`src/rtl/flash_mem_responder.sv`:
```
`default_nettype none
// ============================================================================
// Module   : flash_mem_responder
// Brief    : Avalon-MM pipelined-read slave standing in for the flash port.
//            Serves bursts of {~A[15:0], A[15:0]} after a fixed latency, with
//            optional bubble cycles, and discards writes while counting them.
// Revision : 1.0 - initial release
// ============================================================================
module flash_mem_responder #(
    parameter int ADDR_WIDTH   = 23,
    parameter int BURST_WIDTH  = 6,
    parameter int READ_LATENCY = 2,
    parameter int BOOT_CYCLES  = 4,
    parameter int STALL_EVERY  = 0
) (
    input  logic                   clk,
    input  logic                   resetb,
    input  logic                   flash_mem_read,
    input  logic                   flash_mem_write,
    input  logic [ADDR_WIDTH-1:0]  flash_mem_address,
    input  logic [BURST_WIDTH-1:0] flash_mem_burstcount,
    input  logic [3:0]             flash_mem_byteenable,
    input  logic [31:0]            flash_mem_writedata,
    output logic                   flash_mem_waitrequest,
    output logic [31:0]            flash_mem_readdata,
    output logic                   flash_mem_readdatavalid,
    output logic                   busy,
    output logic [7:0]             writes_dropped
);

    localparam logic [2:0] S_BOOT    = 3'd0;
    localparam logic [2:0] S_IDLE    = 3'd1;
    localparam logic [2:0] S_LATENCY = 3'd2;
    localparam logic [2:0] S_STREAM  = 3'd3;
    localparam logic [2:0] S_BUBBLE  = 3'd4;

    // Terminal counts; the latency state covers READ_LATENCY-1 cycles because
    // the accept cycle itself is the first cycle of latency.
    localparam logic [15:0] c_boot_last   = (BOOT_CYCLES > 0) ? 16'(BOOT_CYCLES - 1) : 16'd0;
    localparam logic [3:0]  c_lat_last    = (READ_LATENCY > 1) ? 4'(READ_LATENCY - 2) : 4'd0;
    localparam logic [7:0]  c_stall_every = 8'(STALL_EVERY);
    localparam logic [BURST_WIDTH-1:0] c_one_beat = BURST_WIDTH'(1);

    logic [2:0]             r_state;
    logic [2:0]             w_next_state;
    logic [15:0]            r_boot_cnt;
    logic [3:0]             r_lat_cnt;
    logic [7:0]             r_stall_cnt;
    logic [BURST_WIDTH-1:0] r_beats_left;
    logic [ADDR_WIDTH-1:0]  r_addr;
    logic                   r_waitrequest;
    logic [7:0]             r_writes_dropped;

    logic w_accept;
    logic w_last_beat;
    logic w_stall_hit;
    logic w_unused;

    // Payload and byte lanes of writes are never stored.
    assign w_unused = ^{flash_mem_byteenable, flash_mem_writedata};

    assign w_accept    = (r_state == S_IDLE) && flash_mem_read;
    assign w_last_beat = (r_beats_left == c_one_beat);
    assign w_stall_hit = (c_stall_every != 8'd0) && ((r_stall_cnt + 8'd1) == c_stall_every);

    // State register; reset aborts any burst in flight and restarts boot.
    always_ff @(posedge clk or negedge resetb) begin
        if (!resetb) begin
            r_state <= S_BOOT;
        end else begin
            r_state <= w_next_state;
        end
    end

    // Next-state decision.
    always_comb begin
        w_next_state = r_state;
        case (r_state)
            S_BOOT: begin
                if (r_boot_cnt == c_boot_last) begin
                    w_next_state = S_IDLE;
                end
            end
            S_IDLE: begin
                if (w_accept) begin
                    w_next_state = (READ_LATENCY <= 1) ? S_STREAM : S_LATENCY;
                end
            end
            S_LATENCY: begin
                if (r_lat_cnt == c_lat_last) begin
                    w_next_state = S_STREAM;
                end
            end
            S_STREAM: begin
                if (w_last_beat) begin
                    w_next_state = S_IDLE;
                end else if (w_stall_hit) begin
                    w_next_state = S_BUBBLE;
                end
            end
            S_BUBBLE: begin
                w_next_state = S_STREAM;
            end
            default: begin
                w_next_state = S_BOOT;
            end
        endcase
    end

    // Counters, captured command and registered waitrequest.
    always_ff @(posedge clk or negedge resetb) begin
        if (!resetb) begin
            r_boot_cnt       <= 16'd0;
            r_lat_cnt        <= 4'd0;
            r_stall_cnt      <= 8'd0;
            r_beats_left     <= '0;
            r_addr           <= '0;
            r_waitrequest    <= 1'b1;
            r_writes_dropped <= 8'd0;
        end else begin
            r_waitrequest <= (w_next_state != S_IDLE);
            case (r_state)
                S_BOOT: begin
                    r_boot_cnt <= r_boot_cnt + 16'd1;
                end
                S_IDLE: begin
                    if (w_accept) begin
                        r_addr       <= flash_mem_address;
                        r_beats_left <= (flash_mem_burstcount == '0) ? c_one_beat
                                                                     : flash_mem_burstcount;
                        r_lat_cnt    <= 4'd0;
                        r_stall_cnt  <= 8'd0;
                    end
                    if (flash_mem_write && (r_writes_dropped != 8'hFF)) begin
                        r_writes_dropped <= r_writes_dropped + 8'd1;
                    end
                end
                S_LATENCY: begin
                    r_lat_cnt <= r_lat_cnt + 4'd1;
                end
                S_STREAM: begin
                    r_addr       <= r_addr + ADDR_WIDTH'(1);
                    r_beats_left <= r_beats_left - c_one_beat;
                    r_stall_cnt  <= w_stall_hit ? 8'd0 : (r_stall_cnt + 8'd1);
                end
                default: begin
                end
            endcase
        end
    end

    // Outputs decoded from the current state; data is forced to 0 off-beat.
    always_comb begin
        busy                    = (r_state != S_IDLE);
        flash_mem_readdatavalid = (r_state == S_STREAM);
        flash_mem_readdata      = 32'd0;
        if (r_state == S_STREAM) begin
            flash_mem_readdata = {~r_addr[15:0], r_addr[15:0]};
        end
        flash_mem_waitrequest   = r_waitrequest;
        writes_dropped          = r_writes_dropped;
    end

endmodule
`default_nettype wire

```
`config.mk`:
```
export PLATFORM = sky130hd
export DESIGN_NAME = flash_mem_responder
export DESIGN_NICKNAME = d
export VERILOG_FILES = /design/src/rtl/flash_mem_responder.sv
export SDC_FILE = /design/constraint.sdc
export NUM_CORES = 1
export LEC_CHECK = 0
export CAP_MARGIN = 10
export CORE_ASPECT_RATIO = 1.5
export CORE_MARGIN = 10
export CORE_UTILIZATION = 40
export DETAILED_ROUTE_END_ITERATION = 16
export PLACE_DENSITY_LB_ADDON = 0.08
export SLEW_MARGIN = 25
export SYNTH_ARGS = -nofsm -noshare
export SYNTH_HDL_FRONTEND = slang
export SYNTH_SLANG_ARGS = --single-unit
```
`constraint.sdc`:
```
create_clock -name clk -period 3.6 [get_ports clk]
set_input_delay 0.72 -clock clk [delete_from_list [all_inputs] [get_ports clk]]
set_output_delay 0.72 -clock clk [all_outputs]
set_load 0.1 [all_outputs]
```
Word level (Yosys, flattened, before mapping) --
Index checks and enable logic that the tools add are counted.
Storage, ports and cells: register bits after elaboration 61, bits of input ports 69, output and inout bits 43
Cells by class: add/sub/neg operators 5, equality and inequality tests 10, mux-type cells 13, bitwise operators 1, reduce and logical (&&, ||, !) cells 10
Operators by type and width (number):
- 23-bit one-hot mux with 2 select lines | 1
- 32-bit two-way mux | 1
- 23-bit by 1-bit adder with 23-bit output (second input constant) | 1
- 23-bit two-way mux | 1
- 16-bit by 1-bit adder with 16-bit output (second input constant) | 1
- 16-bit by 2-bit == test with 1-bit output (second input constant) | 1
- 16-bit inverter | 1
- 3-bit one-hot mux with 5 select lines | 1
- 3-bit two-way mux | 4
- 6-bit two-way mux | 2
- 6-bit one-hot mux with 2 select lines | 1
- 8-bit by 1-bit adder with 8-bit output (second input constant) | 1
- 8-bit != test (second input constant) | 1
- 4-bit one-hot mux with 2 select lines | 1
- 3-bit by 2-bit == test with 1-bit output (second input constant) | 2
- 6-bit by 1-bit == test with 1-bit output (second input constant) | 1
- 6-bit logical NOT | 1
- 3-bit by 1-bit != test with 1-bit output (second input constant) | 2
- 2-bit AND reduction | 3
- 6-bit by 1-bit subtractor with 6-bit output (second input constant) | 1
- 4-bit by 1-bit adder with 4-bit output (second input constant) | 1
- 4-bit logical NOT | 1
- 4-bit two-way mux | 1
- 2-bit nonzero test | 2
- other kinds (5) | 6

Depth between registers and ports, before layout --
depth in word-level cells 5, gate-level depth with buffers 7

Worst setup path after synthesis --
Ideal clock, no wire load.
kind reg2out, start point reg r_state[2], end point out flash_mem_readdata[10], data arrival time 2.695 ns, required time 2.880 ns, slack 0.185 ns, stages on the path, launching flop included 5, path through dfrtp_1 nand3b_1 clkinv_1 clkbuf_1 and2_1
Between the ends: longest elaborated chain between the ends 2
RTL lines:
- start: declaration | line 44 | logic [2:0] r_state;
- start signal: assignment | line 71 | r_state <= w_next_state;
- 3-bit by 2-bit == test with 1-bit output
- named net flash_mem_readdatavalid | line 26 | output logic flash_mem_readdatavalid,
- 32-bit two-way mux | line 157 | if (r_state == S_STREAM) begin
- end: declaration | line 25 | output logic [31:0] flash_mem_readdata,
The timed path passes the listed nets, and every way through them passes these cells.

Worst setup path in the final report --
start point reg r_writes_dropped[3], in the netlist writes_dropped[3], end point out writes_dropped[3]
RTL lines:
- start: declaration | line 52 | logic [7:0] r_writes_dropped;
- start signal: assignment | line 135 | r_writes_dropped <= r_writes_dropped + 8'd1;
- end: declaration | line 28 | output logic [7:0] writes_dropped
No word-level cell between the ends.

==> flow_summary.yaml <==
logic_synthesis:
  number_of_enable_flip_flop_cells_after_synthesis: 0
  synth_cell_type_count: 60
  synth-seq-cells: 54
  synth.yosys.seq_area_share_pct: 43.2
  number_of_cells_produced_by_synthesis: 340
  synthesis.yosys.warnings: 0
  synth.avg_cell_area_um2: 9.22
  syn-cell-area_mm2: 0.00313
  most_used_dff_post_synth: "sky130_fd_sc_hd__dfrtp_1"
  syn-num-nets: 416
  async_flop_share_pct: 100
global_route:
  pin_count_of_the_biggest_net_entering_global_routing: 36
  grt_overflow: 0
  globalRouteMet3Util_pct: 2.50
  groute.layer.met1.usage_pct: 16.1
  grt_antenna_before_repair: 0
  met2_usage_pct: 25.7
  grt_pass1_vias: 2834
  grt_busiest_layer: "met2"
  grt_pass1_wl_um: 14000
  grt_resource_usage_total_pct: 14.2
worst_setup_path:
  start_kind: "flop"
  worst_ep_required_ns: 2.88
  worstPathBufferInverterCount: 1
  setup.worst_path.class: "reg -> out"
  crit_path_max_fanout: 6
  r2r_cells: 4
  kind_of_cell_adding_the_most_delay_to_the_critical_path: "buffers and inverters"
  worstSetupPathDepth: 1
  crit_chain: "clkdlybuf4s50_1"
  cpPeakStageDelay_ns: 1.18
  crit_slowest_cell: "sky130_fd_sc_hd__clkdlybuf4s50_1"
  timing.critical_path.to_type: "primary output"
  arrival_ns: 1.92
placed_design:
  dpl-instance-area_mm2: 0.00422
  io_port_bufs: 68
  place_congestion: 0.883
  dpl.hpwl_um: 6330
timing:
  clock_skew_ns: 0.00855
  hold_violations: 0
  report.final.slew_viol_count: 0
  finalSetupTns_ns: 0
  grt_setup_unrepaired: "false"
  max_slew.worst_pin.slew_ns: 0.976
  final_period_minus_worst_setup_slack_ns: 2.64
  final_min_period_over_clock_period_pct: 73.5
  timing.fmax_mhz: 378
  report.final.setup_viol: 0
  worst_slew_margin_rel_pct: 34.7
clock_tree:
  clock_path_buffers: 2
  post_cts_repair_resize_count: 0
  clock-root-buffer: "sky130_fd_sc_hd__clkbuf_16"
  htree_levels: 2
  clock_insertion_delay_worst_skew_ns: 0.29
  cts_buffers: 5
  cts_num_sinks: 54
  clkTransAtPathRegs_ns: 0.06
  cts_setup_buffers: 0
  post_cts_hold_buffer_count: 0
  cts_tree: "built"
floorplanning:
  dieArea_mm2: 0.0118
  die_y_um: 128
  io_pins: 112
  core_footprint_mm2: 0.00761
  floorplan.initialDensity_pct: 41.2
  num_rows: 39
  die_width_um: 92.3
drt:
  per_cell_via_count_in_the_routed_design: 5.46
  drt_pre_antenna_iters: 4
  detailroute.via_count: 2755
  routed_wirelength_um: 8390
  drt.antenna.violating_nets: 0
  wl_per_cell_um: 16.6
  drcViolationCount: 0
  drt-initial-drc-count: 100
cells_and_area:
  final_common_cell: "sky130_fd_sc_hd__dfrtp_1"
  fillers: 695
  design_area_mm2: 0.00437
  area.growth.synth_to_final_pct: 39.3
  mostFrequentLayoutCells: "sky130_fd_sc_hd__dfrtp_1, sky130_fd_sc_hd__nor2_1, sky130_fd_sc_hd__nand2_1, sky130_fd_sc_hd__buf_12, sky130_fd_sc_hd__clkdlybuf4s50_1"
  insertedDiodeCount: 0
  finish.net_count: 478
  post_route_cells_drive_above_1_share_pct: 16.4
run_status:
  run_status: "finished clean"
min_path:
  worst_hold_path_type: "reg -> reg"
  hold-path-cell-count: 1
power:
  ir_drop_mv: 0.689
  total_leakage_power_nw: 1.87
  power_per_cell_area_mw_per_mm2: 685
run:
  maxCapViolations: 0
-- synthesized netlist by cell type, drive strengths merged, types with 9 or more instances --
cell type  count  area share (%)
a21oi         16             2.6
and2          16             3.2
buf           10             1.9
dfrtp         53              42
nand2         34             4.1
nand3          9             1.6
nand4         17             3.4
nor2          36             4.3
nor3           9             1.8
nor4          10             2.0
o21ai         10             1.6
xnor2         11             3.1
xor2          10             2.8
-- routing by layer --
layer,vias to the layer above,share of wire [%]
met1,1324,41
met5,-,0
met2,72,53
li1,1344,-
met3,15,3.7
met4,0,2.3
-- flip-flops by register name, indices dropped and copies added (netlist names) --
| name | flops |
|---|---|
| r_boot_cnt | 16 |
| r_beats_left | 6 |
| flash_mem_waitrequest | 1 |
| writes_dropped | 8 |
| r_addr | 16 |
| r_lat_cnt | 4 |
| r_state | 3 |
-- power breakdown --
group          leakage, nW  switching (W)  internal, W  total, W
Clock               0.0729       0.000213     0.000276  0.000488
Combinational         1.11       0.000901     0.000524   0.00143
Sequential           0.683       0.000288     0.000788   0.00108
-- cell type report --
type                            instances  area [µm²]  area share [%]
Sequential cell                        54        1350            31.0
Tap cell                              102         128            2.92
Timing Repair Buffer                   73        1040            23.8
Clock buffer                            6         139            3.18
Inverter                                9        33.8           0.774
Multi-Input combinational cell        259        1660            38.1
Clock inverter                          2        12.5           0.287
-- worst paths after layout --
path,from,to,slack [ns]
worst max-delay path,writes_dropped[3]$_DFFE_PN0P_,writes_dropped[3],0.96
worst min-delay path,r_lat_cnt[3]$_DFFE_PN0P_,r_lat_cnt[3]$_DFFE_PN0P_,0.48
worst max register to register,r_state[0]$_DFF_PN0_,r_boot_cnt[15]$_DFFE_PN0P_,1.69
worst min register to register,r_lat_cnt[3]$_DFFE_PN0P_,r_lat_cnt[3]$_DFFE_PN0P_,0.48
max in group asynchronous,resetb,flash_mem_waitrequest$_DFF_PN1_,2.23
min in group asynchronous,resetb,r_addr[13]$_DFFE_PN0P_,0.52
-- per-stage QoR --
stage	util (%)	setup WS, ns	hold WS [ns]	power, W	instances
floorplan	-	0.185	0.424	0.00206	340
global placement	55.4	1.25	0.458	0.00249	497
detailed placement	55.4	1.18	0.476	0.00252	497
CTS	57.4	0.948	0.485	0.00302	505
global route	57.4	0.846	0.509	0.00316	505
finish	57.4	0.955	0.481	0.00299	505
-- cells by family after synthesis --
logic type      count (synthesis)  synth area share [%]
compound gates                 59                  12.8
xor+xnor                       21                  5.87
fa+ha+maj                       7                  2.79
buf+inv                        27                  3.99
flops                          54                  43.2
mux                             9                  2.99
other cells                     1                 0.120
simple gates                  162                  28.3
No activity file was read; power rests on OpenSTA's default activity.
